[config.mk]
export PLATFORM = sky130hd
export DESIGN_NAME = dtree_seq_engine
export DESIGN_NICKNAME = d
export VERILOG_FILES = /design/src/rtl/dtree_pkg.sv /design/src/rtl/dtree_node_eval.sv /design/src/rtl/dtree_seq_engine.sv
export SDC_FILE = /design/constraint.sdc
export NUM_CORES = 2
export LEC_CHECK = 0
export CAP_MARGIN = 20
export CELL_PAD_IN_SITES_DETAIL_PLACEMENT = 0
export CELL_PAD_IN_SITES_GLOBAL_PLACEMENT = 1
export CORE_MARGIN = 8
export CORE_UTILIZATION = 45
export CTS_BUF_LIST = sky130_fd_sc_hd__clkbuf_16
export CTS_CLUSTER_SIZE = 30
export DETAILED_ROUTE_END_ITERATION = 12
export MAX_ROUTING_LAYER = met4
export PLACE_DENSITY = 0.8
export SLEW_MARGIN = 20
export SYNTH_ARGS = -nofsm -noshare
export SYNTH_HDL_FRONTEND = slang
export SYNTH_SLANG_ARGS = --single-unit
[constraint.sdc]
create_clock -name clk -period 46.5 [get_ports clk]
set_input_delay 9.3 -clock clk [delete_from_list [all_inputs] [get_ports clk]]
set_output_delay 9.3 -clock clk [all_outputs]
set_load 0.03 [all_outputs]
[src/rtl/dtree_pkg.sv]
// dtree_pkg: FSM encoding, node-word field layout helpers and leaf-class extraction.
package dtree_pkg;
  typedef logic [1:0] state_t;
  localparam state_t S_IDLE = 2'd0;
  localparam state_t S_WALK = 2'd1;
  localparam state_t S_DONE = 2'd2;
  localparam int SHIFT_W = 3;
  function automatic int fi_w(input int n_feat);
    return (n_feat > 1) ? $clog2(n_feat) : 1;
  endfunction
  function automatic int right_lsb();
    return 0;
  endfunction
  function automatic int left_lsb(input int na_w);
    return na_w;
  endfunction
  function automatic int thr_lsb(input int na_w);
    return 2 * na_w;
  endfunction
  function automatic int shift_lsb(input int feat_w, input int na_w);
    return 2 * na_w + feat_w;
  endfunction
  function automatic int fi_lsb(input int feat_w, input int na_w);
    return shift_lsb(feat_w, na_w) + SHIFT_W;
  endfunction
  function automatic int leaf_bit(input int n_feat, input int feat_w, input int na_w);
    return fi_lsb(feat_w, na_w) + fi_w(n_feat);
  endfunction
  function automatic int node_w(input int n_feat, input int feat_w, input int na_w);
    return leaf_bit(n_feat, feat_w, na_w) + 1;
  endfunction
  localparam int NODE_W = node_w(7, 8, 5);
  // A leaf reuses the left/right child fields to carry its class in the low bits.
  function automatic logic [31:0] leaf_class(input logic [63:0] node, input int class_w);
    return node[31:0] & ((32'd1 << class_w) - 32'd1);
  endfunction
endpackage

[src/rtl/dtree_node_eval.sv]
// dtree_node_eval: combinational evaluation of one node word against a feature vector.
module dtree_node_eval
  import dtree_pkg::*;
#(
  parameter int N_FEAT  = 7,
  parameter int FEAT_W  = 8,
  parameter int CLASS_W = 5,
  parameter int NA_W    = 5,
  localparam int FI_W   = fi_w(N_FEAT),
  localparam int NODE_W_L = node_w(N_FEAT, FEAT_W, NA_W)
) (
  input  logic [NODE_W_L-1:0]      node_i,
  input  logic [N_FEAT*FEAT_W-1:0] feat_i,
  output logic                     leaf_o,
  output logic [NA_W-1:0]          next_o,
  output logic [CLASS_W-1:0]       class_o
);
  logic [FI_W-1:0]    fidx;
  logic [SHIFT_W-1:0] sh;
  logic [FEAT_W-1:0]  thr;
  logic [FEAT_W-1:0]  f;
  logic [NA_W-1:0]    left;
  logic [NA_W-1:0]    right;
  assign leaf_o = node_i[leaf_bit(N_FEAT, FEAT_W, NA_W)];
  assign fidx   = node_i[fi_lsb(FEAT_W, NA_W) +: FI_W];
  assign sh     = node_i[shift_lsb(FEAT_W, NA_W) +: SHIFT_W];
  assign thr    = node_i[thr_lsb(NA_W) +: FEAT_W];
  assign left   = node_i[left_lsb(NA_W) +: NA_W];
  assign right  = node_i[right_lsb() +: NA_W];
  // Out-of-range feature indices fall back to feature 0.
  assign f = ({1'b0, fidx} < (FI_W+1)'(N_FEAT)) ? feat_i[fidx*FEAT_W +: FEAT_W] : feat_i[FEAT_W-1:0];
  assign next_o  = ((f >> sh) <= thr) ? left : right;
  assign class_o = CLASS_W'(leaf_class(64'(node_i), CLASS_W));
endmodule

[src/rtl/dtree_seq_engine.sv]
// dtree_seq_engine: runtime-programmable decision tree walking one node per cycle.
module dtree_seq_engine
  import dtree_pkg::*;
#(
  parameter int N_FEAT        = 7,
  parameter int FEAT_W        = 8,
  parameter int CLASS_W       = 5,
  parameter int N_NODES       = 32,
  parameter int MAX_DEPTH     = 8,
  parameter int DEFAULT_CLASS = 0,
  localparam int NA_W         = $clog2(N_NODES),
  localparam int NODE_W_L     = node_w(N_FEAT, FEAT_W, NA_W),
  localparam int DW           = (MAX_DEPTH > 1) ? $clog2(MAX_DEPTH) : 1
) (
  input  logic                     clk,
  input  logic                     rst,
  input  logic                     in_valid,
  output logic                     in_ready,
  input  logic [N_FEAT*FEAT_W-1:0] in_feat,
  output logic                     out_valid,
  input  logic                     out_ready,
  output logic [CLASS_W-1:0]       out_class,
  output logic                     out_err,
  input  logic                     cfg_we,
  input  logic [NA_W-1:0]          cfg_addr,
  input  logic [NODE_W_L-1:0]      cfg_wdata,
  output logic                     busy
);
  state_t                    state_q, state_d;
  logic [NA_W-1:0]           cur_q, cur_d;
  logic [DW-1:0]             depth_q, depth_d;
  logic [N_FEAT*FEAT_W-1:0]  feat_q, feat_d;
  logic [CLASS_W-1:0]        class_q, class_d;
  logic                      err_q, err_d;
  logic [NODE_W_L-1:0]       tbl_q [N_NODES];
  logic                      ev_leaf;
  logic [NA_W-1:0]           ev_next;
  logic [CLASS_W-1:0]        ev_class;

  dtree_node_eval #(
    .N_FEAT (N_FEAT),
    .FEAT_W (FEAT_W),
    .CLASS_W(CLASS_W),
    .NA_W   (NA_W)
  ) u_eval (
    .node_i (tbl_q[cur_q]),
    .feat_i (feat_q),
    .leaf_o (ev_leaf),
    .next_o (ev_next),
    .class_o(ev_class)
  );

  assign in_ready  = (state_q == S_IDLE);
  assign busy      = (state_q != S_IDLE);
  assign out_valid = (state_q == S_DONE);
  assign out_class = class_q;
  assign out_err   = err_q;

  always_comb begin
    state_d = state_q;
    cur_d   = cur_q;
    depth_d = depth_q;
    feat_d  = feat_q;
    class_d = class_q;
    err_d   = err_q;
    if (state_q == S_IDLE) begin
      if (in_valid) begin
        feat_d  = in_feat;
        cur_d   = '0;
        depth_d = '0;
        state_d = S_WALK;
      end
    end else if (state_q == S_WALK) begin
      if (ev_leaf) begin
        class_d = ev_class;
        err_d   = 1'b0;
        state_d = S_DONE;
      end else if (depth_q == DW'(MAX_DEPTH - 1)) begin
        class_d = CLASS_W'(DEFAULT_CLASS);
        err_d   = 1'b1;
        state_d = S_DONE;
      end else begin
        cur_d   = ev_next;
        depth_d = depth_q + DW'(1);
      end
    end else begin
      state_d = out_ready ? S_IDLE : S_DONE;
    end
  end

  always_ff @(posedge clk or posedge rst) begin
    if (rst) begin
      state_q <= S_IDLE;
      cur_q   <= '0;
      depth_q <= '0;
      feat_q  <= '0;
      class_q <= '0;
      err_q   <= 1'b0;
    end else begin
      state_q <= state_d;
      cur_q   <= cur_d;
      depth_q <= depth_d;
      feat_q  <= feat_d;
      class_q <= class_d;
      err_q   <= err_d;
    end
  end

  // Writes while busy are dropped so an in-flight walk sees a frozen table.
  always_ff @(posedge clk or posedge rst) begin
    if (rst) begin
      for (int i = 0; i < N_NODES; i++) tbl_q[i] <= '0;
    end else if (cfg_we && state_q == S_IDLE) begin
      tbl_q[cfg_addr] <= cfg_wdata;
    end
  end
endmodule

==> reports/metrics.yaml <==
pwr:
  p_int_uw: 1750
  switching_share_pct: 29.5
  leakagePower_uw: 0.0206
  power_density_nw_per_um2: 54.8
  p_comb_share_pct: 26.8
  p_clk_share_pct: 29.6
  p_sw_uw: 731
  seq_power_share_pct: 43.7
  peakVddDrop_mv: 0.0359
setup_path:
  arrival_ns: 13.13
  critical_path.endpoint_type: "asynchronous set/reset pin"
  crit_chain: "clkdlybuf4s50_1 -> inv_8 -> buf_4 -> buf_4 -> buf_12 -> buf_16"
  worstPathRequired_ns: 47.24
  cpMaxStageDelayCell: "buf_4"
  critPathKind: "input pin to asynchronous set/reset pin"
  rrSetupSlack_ns: 39.71
  timing.rr.end: "cur_q[4]$_DFFE_PP0P_"
  start_kind: "input pin"
  cp_common_cell: "buf_4"
  reg2regPathDepth: 20
  slowest_delay_ns: 0.84
  rr_startpoint: "cur_q[0]$_DFFE_PP0P_"
  cp_max_fo: 117
clock_network:
  htree_levels: 3
  cts_root_buf: "clkbuf_16"
  ctsResizeCount: 0
  post-cts-setup-buffer-count: 0
  cts_buffer_depth: 3
  clkSlewWorstSetupHoldPaths_ns: 0.06
  clock_latency_ns: 0.66
  cts_tree: "built"
  postCtsHoldBufs: 0
  cts_buffers: 92
  cts_sinks: 872
route:
  finalWirelength_mm: 100
  drc: 0
  firstDrtPassIters: 7
  post_drt_wl_per_cell_um: 26.3
  antenna_left: 0
  vias_per_cell: 5.95
  drtIter0Drc: 1611
  vias: 22600
floorplanning:
  fp.dieArea_um2: 98800
  die_height_um: 314
  core_um2: 88200
  num_io_pins: 100
  start_util_pct: 45.4
  rows: 109
  fp.dieW_um: 314
logic_synthesis:
  avgSynthCellArea_um2: 15.7
  synth_edf_count: 0
  synth.area.top_cells: "dfrtp_1 54%, mux2_2 24%, mux4_2 13%"
  synth_common_cells: "872 x dfrtp_1, 869 x mux2_2, 228 x mux4_2, 172 x clkbuf_1, 60 x mux2i_1"
  ys.flop_type: "dfrtp_1"
  synthCells: 2549
  syn_area_um2: 40100
  synthDistinctLibCells: 66
  yosysTopAreaCell: "dfrtp_1"
  postSynth.asyncResetShare_pct: 100
  synthesis.nets: 2650
  seq_area_frac_synth_pct: 54.5
  yosys_warnings: 0
  yosysMostFrequentCell: "dfrtp_1"
  synth_top_area_share_pct: 54.5
  yosys_register_bits: 872
grt:
  grt_max_degree: 202
  gr-usage-all-layers_pct: 21.0
  grt_pass1_wl_mm: 156
  grt_remaining_overflow: 0
  antenna_found_initial: 2
  grt_pass1_vias: 24900
hold_path:
  min-delay-start: "tbl_q[49]$_DFFE_PP0P_"
  min_path_type: "register to register"
  hold_end: "tbl_q[49]$_DFFE_PP0P_"
  hold_depth: 1
layout:
  final_cells: 3806
  drive_gt1_share_pct: 51.0
  multi_input_area_um2: 17400
  synthToLayoutAreaGrowth_pct: 13.0
  fillers: 7116
  final-seq-area_um2: 21800
  nets: 2665
timing:
  setup_slack_ns: 34.11
  setup_viol: 0
  finalCritPeriodShare_pct: 26.6
  setup_tns_ns: 0
  fin_crit_ns: 12.39
  fmax_mhz: 80.7
  grt_setup_unrepaired: "no"
  worst_pin_slew_ns: 1.13
  skew_ns: 0.0323
  max_slew_margin_pct: 24.2
  hold_viol: 0
  maxSlewViolCount: 0
placed_design:
  dp_cells: 3630
  gp_congestion: 0.792
  io_buffer_count: 99
  dpl.hpwl_mm: 61.2
  dpl_worst_slack_ns: 33.20
outcome:
  status: "completed"
run:
  cap_violations: 0
-- state kept, by name, summed over array words and instances (netlist names) --
| signal | cells |
|---|---|
| tbl_q | 800 |
| feat_q | 56 |
| cur_q | 5 |
| out_class | 5 |
| depth_q | 3 |
| state_q | 2 |
| out_err | 1 |
-- per-layer routing --
| metal | vias up | GRT usage (%) | part of all wire (%) | wire, µm |
|---|---|---|---|---|
| met5 | - | - | 0 | 0 |
| met2 | 554 | 33.5 | 49 | 49300 |
| met3 | 183 | 3.33 | 4.4 | 4450 |
| met1 | 12400 | 27.8 | 43 | 43100 |
| li1 | 9538 | - | - | - |
| met4 | 0 | 6.48 | 3.2 | 3250 |
-- how the worst max path moves through the flow --
stage               start                     end  slack [ns]  cells after the start
global route          rst  tbl_q[384]$_DFFE_PP0P_       33.52                      6
global placement      rst    cur_q[0]$_DFFE_PP0P_       33.37                      5
finish                rst  tbl_q[334]$_DFFE_PP0P_       34.11                      6
floorplan             rst    cur_q[0]$_DFFE_PP0P_       12.69                      1
CTS                   rst    cur_q[0]$_DFFE_PP0P_       33.90                      5
detailed placement    rst    cur_q[0]$_DFFE_PP0P_       33.20                      5
-- per-stage QoR --
stage	util (%)	total power, µW	hold WS [ns]	instance area [µm²]
4_1_cts	51.2	2490	0.501	45200
6_report	51.3	2480	0.499	45300
5_1_grt	51.3	2600	0.507	45300
2_1_floorplan	-	1570	0.472	40100
3_5_place_dp	47.8	1760	0.487	42200
3_3_place_gp	47.6	1710	0.481	42000
-- cell families (layout without fill, tap and decap cells) --
kind of cell | after synthesis | count (layout) | share of synthesized area (%)
compound gates | 89 | 89 | 1.60
fa+ha+maj | 10 | 10 | 0.312
buf+inv | 234 | 325 | 2.48
flops | 872 | 872 | 54.5
mux | 1160 | 1160 | 38.9
other cells | 0 | 1 | 0
simple gates | 184 | 184 | 2.27
-- area by class of cell --
class,instances,share of cell area [%]
repair buffers,145,3.28
clock inverters,78,1.60
inverters,10,0.0995
flip-flops and latches,872,48.2
multi-input cells,1443,38.5
well taps,1165,3.22
clock buffers,92,5.09
diodes,1,0.00553
-- critical path, delay by kind of cell --
family	cells	cell delay [ns]
buf+inv	6	3.58
-- cells in the final DEF (no fill, tap or decap), types with 9 or more instances in the layout --
master	count
nor2_4	14
mux2_2	869
clkbuf_16	92
buf_2	9
nand2_1	45
clkinv_2	20
mux2i_1	60
nor2_1	23
mux4_2	228
dfrtp_1	867
nand3_1	30
ha_1	10
nor2b_1	10
a22oi_1	11
a21oi_1	11
nand2_2	16
inv_1	28
buf_4	31
bufinv_16	11
clkdlybuf4s50_1	90
o21ai_0	20
clkinv_1	14
-- power groups by stage --
stage                     Sequential (µW)  Clock [µW]  Combinational, µW
after floorplan                      1050           0                518
after global placement               1070           0                640
after detailed placement             1090           0                662
after CTS                            1080         748                665
after global routing                 1110         780                716
final                                1080         733                663
No activity file was read; power rests on OpenSTA's default activity.
